<file path="src/rtl/train_seq_pkg.sv">
// train_seq_pkg
//   Shared types and width helpers for the training-run sequencer.
//   state_t : run-level FSM state (IDLE, RUN, DONE).
//   feed_of : feed clocks per block cycle (CPC minus the output pipeline delay).
//   cnt_w   : counter width able to hold 0..n-1, never narrower than 1 bit.
package train_seq_pkg;

  typedef enum logic [1:0] {
    IDLE = 2'd0,
    RUN  = 2'd1,
    DONE = 2'd2
  } state_t;

  function automatic int feed_of(input int cpc, input int pipe_delay);
    return cpc - pipe_delay;
  endfunction

  function automatic int cnt_w(input int n);
    return (n <= 2) ? 1 : $clog2(n);
  endfunction

endpackage

</file>
<file path="src/rtl/train_sequencer_wrap_counter.sv">
// wrap_counter
//   Modulo-MAX up counter used for the block-cycle position and the
//   training-case select.
//   Parameters: MAX (modulus), WIDTH (count width).
//   Ports:
//     clk, reset : clock, synchronous active-high reset (count -> 0)
//     en         : advance by one this cycle
//     clr        : synchronous clear (lower priority than reset, above en)
//     count      : current value, 0..MAX-1
//     wrap       : combinational, high when en is set and count is MAX-1
module wrap_counter #(
  parameter int MAX   = 4,
  parameter int WIDTH = 2
) (
  input  logic             clk,
  input  logic             reset,
  input  logic             en,
  input  logic             clr,
  output logic [WIDTH-1:0] count,
  output logic             wrap
);

  localparam logic [WIDTH-1:0] LAST = WIDTH'(MAX - 1);

  assign wrap = en && (count == LAST);

  always_ff @(posedge clk) begin
    if (reset || clr) begin
      count <= '0;
    end else if (en) begin
      count <= (count == LAST) ? '0 : count + WIDTH'(1);
    end
  end

endmodule

</file>
<file path="src/rtl/train_sequencer.sv">
// train_sequencer
//   Training-run controller. Steps block cycles of CPC clocks, drives the
//   feed-mux select (sel_network) and case select (sel_tc), counts epochs,
//   stops after TRAIN_CASES*EPOCHS cases and scores each case by comparing
//   a_out with y_out on the valid output clocks of the block cycle.
//
//   Optional feature (macro TRAIN_SEQ_ACC_EN): WINDOW-deep correct-case
//   history driving recent_correct. Without the macro recent_correct is 0.
//
//   Ports:
//     clk, reset      : clock, synchronous active-high reset
//     start           : begin a run (honoured in IDLE or DONE)
//     hold            : freeze sequencing and scoring for this cycle (RUN)
//     a_out, y_out    : DNN output and ideal output, OUT_W bits per clock
//     busy, done      : state is RUN / state is DONE
//     cycle_index     : position in the block cycle
//     cycle_clk       : pulse on the last clock of a block cycle
//     sel_network     : feed-mux select
//     sel_tc          : training-case select
//     epoch           : completed epochs
//     epoch_done      : pulse the cycle after sel_tc wraps
//     tc_error        : last completed case had a mismatch
//     total_error     : errored cases this run (saturating)
//     recent_correct  : correct cases among the last WINDOW cases
//     state_dbg       : raw FSM state for observation
//
//   Handshake: there is no valid/ready pair; start is a level sampled on
//   any edge in IDLE/DONE, and hold is a per-cycle stall with no latency.
module train_sequencer
  import train_seq_pkg::*;
#(
  parameter int CPC         = 18,
  parameter int PIPE_DELAY  = 2,
  parameter int TRAIN_CASES = 10000,
  parameter int EPOCHS      = 10,
  parameter int OUT_W       = 1,
  parameter int WINDOW      = 1000
) (
  input  logic                               clk,
  input  logic                               reset,
  input  logic                               start,
  input  logic                               hold,
  input  logic [OUT_W-1:0]                   a_out,
  input  logic [OUT_W-1:0]                   y_out,
  output logic                               busy,
  output logic                               done,
  output logic [$clog2(CPC)-1:0]             cycle_index,
  output logic                               cycle_clk,
  output logic [$clog2(CPC-PIPE_DELAY)-1:0]  sel_network,
  output logic [$clog2(TRAIN_CASES)-1:0]     sel_tc,
  output logic [$clog2(EPOCHS+1)-1:0]        epoch,
  output logic                               epoch_done,
  output logic                               tc_error,
  output logic [31:0]                        total_error,
  output logic [$clog2(WINDOW+1)-1:0]        recent_correct,
  output logic [1:0]                         state_dbg
);

  localparam int FEED   = feed_of(CPC, PIPE_DELAY);
  localparam int CI_W   = $clog2(CPC);
  localparam int SN_W   = $clog2(FEED);
  localparam int TC_W   = $clog2(TRAIN_CASES);
  localparam int EP_W   = $clog2(EPOCHS + 1);
  localparam int RC_W   = $clog2(WINDOW + 1);
  localparam int BUDGET = TRAIN_CASES * EPOCHS;
  localparam int CC_W   = cnt_w(BUDGET + 1);

  localparam logic [CI_W-1:0] PD_CI     = CI_W'(PIPE_DELAY);
  localparam logic [CI_W-1:0] SN_ADJ    = CI_W'(FEED - PIPE_DELAY);
  localparam logic [CC_W-1:0] LAST_CASE = CC_W'(BUDGET - 1);

  state_t          state, next_state;
  logic            start_run;
  logic            run_en;
  logic            tc_wrap;
  logic            mismatch;
  logic            case_err;
  logic            final_case;
  logic            err_acc;
  logic [CC_W-1:0] case_cnt;

  // ---------------- FSM: state register ----------------
  always_ff @(posedge clk) begin
    if (reset) state <= IDLE;
    else       state <= next_state;
  end

  // ---------------- FSM: next state ----------------
  always_comb begin
    next_state = state;
    unique case (state)
      IDLE:    if (start)      next_state = RUN;
      RUN:     if (final_case) next_state = DONE;
      DONE:    if (start)      next_state = RUN;
      default:                 next_state = IDLE;
    endcase
  end

  // ---------------- FSM: outputs ----------------
  always_comb begin
    busy      = (state == RUN);
    done      = (state == DONE);
    run_en    = (state == RUN) && !hold;
    start_run = ((state == IDLE) || (state == DONE)) && start;
    state_dbg = state;
  end

  // ---------------- counters ----------------
  wrap_counter #(.MAX(CPC), .WIDTH(CI_W)) u_cycle (
    .clk   (clk),
    .reset (reset),
    .en    (run_en),
    .clr   (start_run),
    .count (cycle_index),
    .wrap  (cycle_clk)
  );

  wrap_counter #(.MAX(TRAIN_CASES), .WIDTH(TC_W)) u_case (
    .clk   (clk),
    .reset (reset),
    .en    (cycle_clk),
    .clr   (start_run),
    .count (sel_tc),
    .wrap  (tc_wrap)
  );

  // Feed select lags cycle_index by PIPE_DELAY modulo FEED. Both branches
  // produce a value below FEED, so truncating to SN_W bits is exact.
  assign sel_network = (cycle_index >= PD_CI) ? SN_W'(cycle_index - PD_CI)
                                              : SN_W'(cycle_index + SN_ADJ);

  // ---------------- scoring ----------------
  assign mismatch   = run_en && (cycle_index >= PD_CI) && (a_out != y_out);
  // The wrap clock's own comparison is folded in here rather than waiting
  // for the accumulator, which is cleared on that same edge.
  assign case_err   = err_acc | mismatch;
  assign final_case = cycle_clk && (case_cnt == LAST_CASE);

  always_ff @(posedge clk) begin
    if (reset || start_run || cycle_clk) err_acc <= 1'b0;
    else if (mismatch)                   err_acc <= 1'b1;
  end

  always_ff @(posedge clk) begin
    if (reset || start_run) begin
      tc_error    <= 1'b0;
      total_error <= '0;
      epoch       <= '0;
      epoch_done  <= 1'b0;
      case_cnt    <= '0;
    end else begin
      // A held RUN cycle keeps the epoch pulse where it is.
      if (run_en || (state != RUN)) epoch_done <= tc_wrap;
      if (cycle_clk) begin
        tc_error <= case_err;
        if (case_err && (total_error != 32'hFFFF_FFFF))
          total_error <= total_error + 32'd1;
        case_cnt <= case_cnt + CC_W'(1);
      end
      if (tc_wrap) epoch <= epoch + EP_W'(1);
    end
  end

  // ---------------- accuracy window ----------------
`ifdef TRAIN_SEQ_ACC_EN
  logic [WINDOW-1:0] hist;
  logic              new_ok;
  logic              oldest_ok;

  // hist[0] is the newest case; a zero-filled history means the running
  // sum only starts dropping cases once WINDOW cases have completed.
  assign new_ok    = !case_err;
  assign oldest_ok = hist[WINDOW-1];

  always_ff @(posedge clk) begin
    if (reset || start_run) begin
      hist           <= '0;
      recent_correct <= '0;
    end else if (cycle_clk) begin
      for (int i = WINDOW - 1; i > 0; i--) hist[i] <= hist[i-1];
      hist[0] <= new_ok;
      if (new_ok && !oldest_ok)      recent_correct <= recent_correct + RC_W'(1);
      else if (!new_ok && oldest_ok) recent_correct <= recent_correct - RC_W'(1);
    end
  end
`else
  assign recent_correct = '0;
`endif

endmodule

</file>
<file path="config.mk">
export PLATFORM = sky130hd
export DESIGN_NAME = train_sequencer
export DESIGN_NICKNAME = d
export VERILOG_FILES = /design/src/rtl/train_seq_pkg.sv /design/src/rtl/train_sequencer_wrap_counter.sv /design/src/rtl/train_sequencer.sv
export SDC_FILE = /design/constraint.sdc
export NUM_CORES = 1
export LEC_CHECK = 0
export BUFFER_PORTS_ARGS = -buffer_cell sky130_fd_sc_hd__clkbuf_2
export CAP_MARGIN = 5
export CORE_ASPECT_RATIO = 1.5
export CORE_MARGIN = 1
export CORE_UTILIZATION = 30
export CTS_BUF_LIST = sky130_fd_sc_hd__clkbuf_4 sky130_fd_sc_hd__clkbuf_8 sky130_fd_sc_hd__clkbuf_16
export DETAILED_ROUTE_END_ITERATION = 8
export GPL_TIMING_DRIVEN = 0
export PLACE_DENSITY = 0.53
export REMOVE_ABC_BUFFERS = 1
export SETUP_SLACK_MARGIN = 0.15
export SLEW_MARGIN = 20
export SYNTH_ARGS = -nofsm -noshare
export SYNTH_HDL_FRONTEND = slang
export SYNTH_SLANG_ARGS = --single-unit
</file>
<file path="constraint.sdc">
create_clock -name clk -period 5.41 [get_ports clk]
set_clock_uncertainty 0.15 [all_clocks]
set_input_delay 1.623 -clock clk [delete_from_list [all_inputs] [get_ports clk]]
set_output_delay 1.623 -clock clk [all_outputs]
set_load 0.02 [all_outputs]
</file>
# == Word level (Yosys, flattened, before mapping) ==
# Index checks and enable logic that the tools add are counted.
# word_totals
wordCells,51
regBits,77
input_bits,6
# op_classes
n_eq_ne,10
muxes,6
n_reduce_logical,17
bitwise,1
add_sub_neg,7
magnitude_cmp,1
# ops
operator,count
$add A32 B1 Y32 const B,1
$ne A32 B32 Y1 const B,1
$add A17 B1 Y17 const B,1
$eq A17 B17 Y1 const B,1
$add A14 B1 Y14 const B,1
$eq A14 B14 Y1 const B,1
$mux W14,1
$logic_and A1 B1 Y1,8
$ne A2 B1 Y1 const B,3
$add A5 B1 Y5 const B,1
$eq A5 B5 Y1 const B,1
$ge A5 B2 Y1 const B,1
$mux W5,1
$add A4 B1 Y4 const B,1
$add A4 B4 Y4 const B,1
$logic_or A1 B1 Y1,4
$mux W2,2
$mux W4,1
$pmux W2 S2,1
$reduce_and A2 Y1,2
$sub A4 B2 Y4 const B,1
$eq A2 B1 Y1 const B,1
$eq A2 B2 Y1 const B,1
$logic_not A2 Y1,1
other kinds (4),4

# == Logic depth before layout (Yosys ltp) ==
# depth
word_depth,7
ltp_mapped,10
ltp_nobuf,8

# == Hierarchy ==
# A second synthesis with hierarchy kept.
# unflattened
hier_cells,462
hier_area_um2,3982.6
# modules_own_cells
mod,area_per_inst_um2,n_inst,cells_each
train_sequencer,3079.2,1,362
wrap_counter at u_case,661.9,1,75
wrap_counter at u_cycle,241.5,1,25

# == Worst setup path after synthesis ==
# Ideal clock, no wire load.
# synth_path
kind,input port to output port
start,input hold
end,output cycle_clk
arrival_ns,2.554
stages,4
slack_ns,1.083
cell_sequence,nor3b_4 > nand2_2 > clkinv_2 > clkbuf_1
# synth_via
elab_chain_len,3
# synth_lines
element,line,source
from (decl),train_sequencer.sv:42,"input logic hold,"
$logic_not A1 Y1,train_sequencer.sv:103,run_en = (state == RUN) && !hold;
$logic_and A1 B1 Y1,train_sequencer.sv:103,
$logic_and A1 B1 Y1,train_sequencer_wrap_counter.sv:25,assign wrap = en && (count == LAST);
to (decl),train_sequencer.sv:48,"output logic cycle_clk,"
# Every way passes these cells.

# == Final worst setup path ==
# Ends and elaborated chain as after synthesis.

==> metrics <==
min cycle time layout ~4.8 ns; PwrDens 277.6 nW/um^2; status finished, final reports clean; I/O pin total 82; critical path class input pin to output port; DP Area 4359 um^2; Setup Viol. Count Final 0; clock buffer depth 2; Nets 538; most common cell after layout, fill and taps aside dfxtp_1; Post-CTS Setup Inserts 0; Synth-to-Final Area Change 20.13%; Synth Cell Area 3916 um^2; hold depth 2; RSZ-0062 raised after global routing no; Max transition margin 0.3819; total grt overflow 0; number of global-route vias before repair 3203; met3 WL about 340 um; Final TNS setup 0 ns; Avg Cell Area, Syn 8.458 um^2; DRC Markers 0; Syn Inst Count 463; MaxCap Viol Count 0; ys flop type dfxtp_1; Clock Pin Slew Worst Setup and Hold Paths 0.06 ns; CP endpoint kind output port; Final Util 0.3741; met2 WL roughly 5.0 mm; Ys Warns 0; initial antenna violation count 0; Synth Area in Simple Gates 0.3141; Hold Crit Start tc_error; reg-to-reg setup timing slack 2.17 ns; Least-Margin Pin Slew 0.9252 ns; reg2reg start u_cycle.count[0]; first-pass GRT wire length 15.66 mm; largest family of logic cells by synthesized area simple AND/OR/NAND/NOR gates; slowest stage cell, crit path nor3b_4; Max Freq 208.5 MHz; synthesis-stage register bit count 77; Static Leak 1.718 nW; layout cells sized above 1 0.1913; Hold Crit Endpoint tc_error; via count 3535; critical path's largest stage delay 0.46 ns; Std-Cell Rows 50; drt pass-1 iters 4; core area 12570 um^2; Fin. Hold Viols 0; largest net degree at the start of global routing 36; die area 13520 um^2; Crit path required time 3.64 ns; Antenna Cells 0; M1 WL ~4.0 mm; CTS H-Tree Depth 3; sequential-to-total area share from yosys stat 0.3936; number of synthesized flops with an enable pin 0; Via density 5.168; Min-Delay Path Class flop to flop; total track usage 0.1479; Design Area, Final 4705 um^2; die height 141.9 um; max-slew violations 0; xor and xnor area share after synthesis 0.08051; CTS Buf Count 9; peak supply drop 0.1420 mV; most frequent cells in the layout dfxtp_1, clkbuf_2, nor2_1; Hold Buf Count CTS 0; cell mode on critical path clkbuf_2; Top delay family on crit path simple AND/OR/NAND/NOR gates; Port Buffers 71; mean routed wirelength per cell 14.06 um; Adder-Cell Fraction of Synth Area 0.02875; WP buf/inv 3; uppermost layer routed met4; Post-synth ARST share 0; crit-path max FO 15; Routed WL 9.615 mm; mux contribution to synthesized area 0.002556; Initial DRC Count 136; Cell variety after synth 50; post-cts gate resize count 0; antenna viol nets, final 0; gpl congestion 0.7375; FF-to-FF End total_error[21]; Starting Density 0.3114; Final period util 0.8865; Worst-Skew Late Latency 0.33 ns; Data arrival, critical path 3.02 ns; crit-path cells clkbuf_2 -> nor3b_4 -> nand2_2 -> clkinv_2 -> clkbuf_2; CTS Sinks 77; Die W around 95 um; reg2reg path depth 7; Root Buffer clkbuf_16; nature of the critical path startpoint input pin; CTS tree done; Compound-Gate Fraction of Synth Area 0.1204; detailed-placement wirelength estimate 7.026 mm
==> power breakdown <==
group / switching [mW] / internal [mW] / leakage [nW] / total, mW
sequential: 0.00199 / 0.568 / 0.620 / 0.570
clock: 0.234 / 0.454 / 0.172 / 0.688
combinational: 0.0359 / 0.0123 / 0.926 / 0.0482
total: 0.272 / 1.03 / 1.72 / 1.31
==> logic make-up (layout without fill, tap and decap cells) <==
kind of cell | count (synthesis) | count (layout)
adders and majority gates | 9 | 9
DFF | 77 | 77
and+or+nand+nor | 217 | 217
buffers and inverters | 45 | 101
other | 1 | 10
muxes | 1 | 1
xor gates and xnor gates | 36 | 36
AOI/OAI and AO/OA | 77 | 77
==> how the worst max path moves through the flow <==
stage / from / end / slack (ns) / cells after the start
6_report: hold / cycle_clk / 0.61 / 5
5_1_grt: hold / cycle_clk / 0.46 / 5
4_1_cts: hold / cycle_clk / 0.54 / 5
3_5_place_dp: hold / cycle_clk / 0.54 / 5
3_3_place_gp: hold / cycle_clk / 0.55 / 5
2_1_floorplan: hold / cycle_clk / 1.27 / 3
==> per-stage QoR <==
stage	hold WS, ns	setup WS [ns]	total power, mW	std cells
2_1_floorplan	0.3034	1.269	0.6134	439
3_3_place_gp	0.2990	0.5491	0.6287	666
3_5_place_dp	0.2997	0.5445	0.6319	668
4_1_cts	0.3088	0.5402	1.326	684
5_1_grt	0.3498	0.4558	1.357	684
6_report	0.3115	0.6139	1.306	684
==> sequential cells by signal, indices dropped and copies added (netlist names) <==
signal / flops
epoch: 4
state_dbg: 2
u_case.count: 14
u_cycle.count: 5
tc_error: 1
epoch_done: 1
case_cnt: 17
err_acc: 1
total_error: 32
==> worst min-delay path: stages, from the launching register on <==
cell and delay, ns:
dfxtp_1 0.31, nand2_1 0.05, a21oi_1 0.05
==> synth_stat cells, drive strengths merged, types with 10 or more instances <==
| cell type | count | share of area |
|---|---|---|
| o31ai | 18 | 0.035 |
| o21ai | 10 | 0.013 |
| or3 | 10 | 0.016 |
| nand4 | 19 | 0.032 |
| nand3 | 26 | 0.033 |
| a21oi | 38 | 0.049 |
| nor3 | 10 | 0.014 |
| inv | 11 | 0.011 |
| dfxtp | 77 | 0.39 |
| xnor2 | 17 | 0.038 |
| nand2 | 42 | 0.042 |
| or4 | 18 | 0.035 |
| xor2 | 19 | 0.042 |
| nor2 | 47 | 0.045 |
| buf | 24 | 0.039 |
==> area by class of cell <==
class | count | area (um^2)
fillers | 1311 | 7870
multi-input cells | 350 | 2186
clock buffers | 13 | 280.3
inverters | 12 | 46.29
well taps | 156 | 195.2
flip-flops and latches | 77 | 1541
repair buffers | 73 | 390.4
clock inverters | 3 | 65.06
==> routing by layer <==
metal / track usage / vias up
met5: 0 / -
met1: 0.1677 / 1670
li1: - / 1772
met3: 0.03205 / 13
met4: 0.06061 / 0
met2: 0.2620 / 80
(Power assumes the default switching activity.)
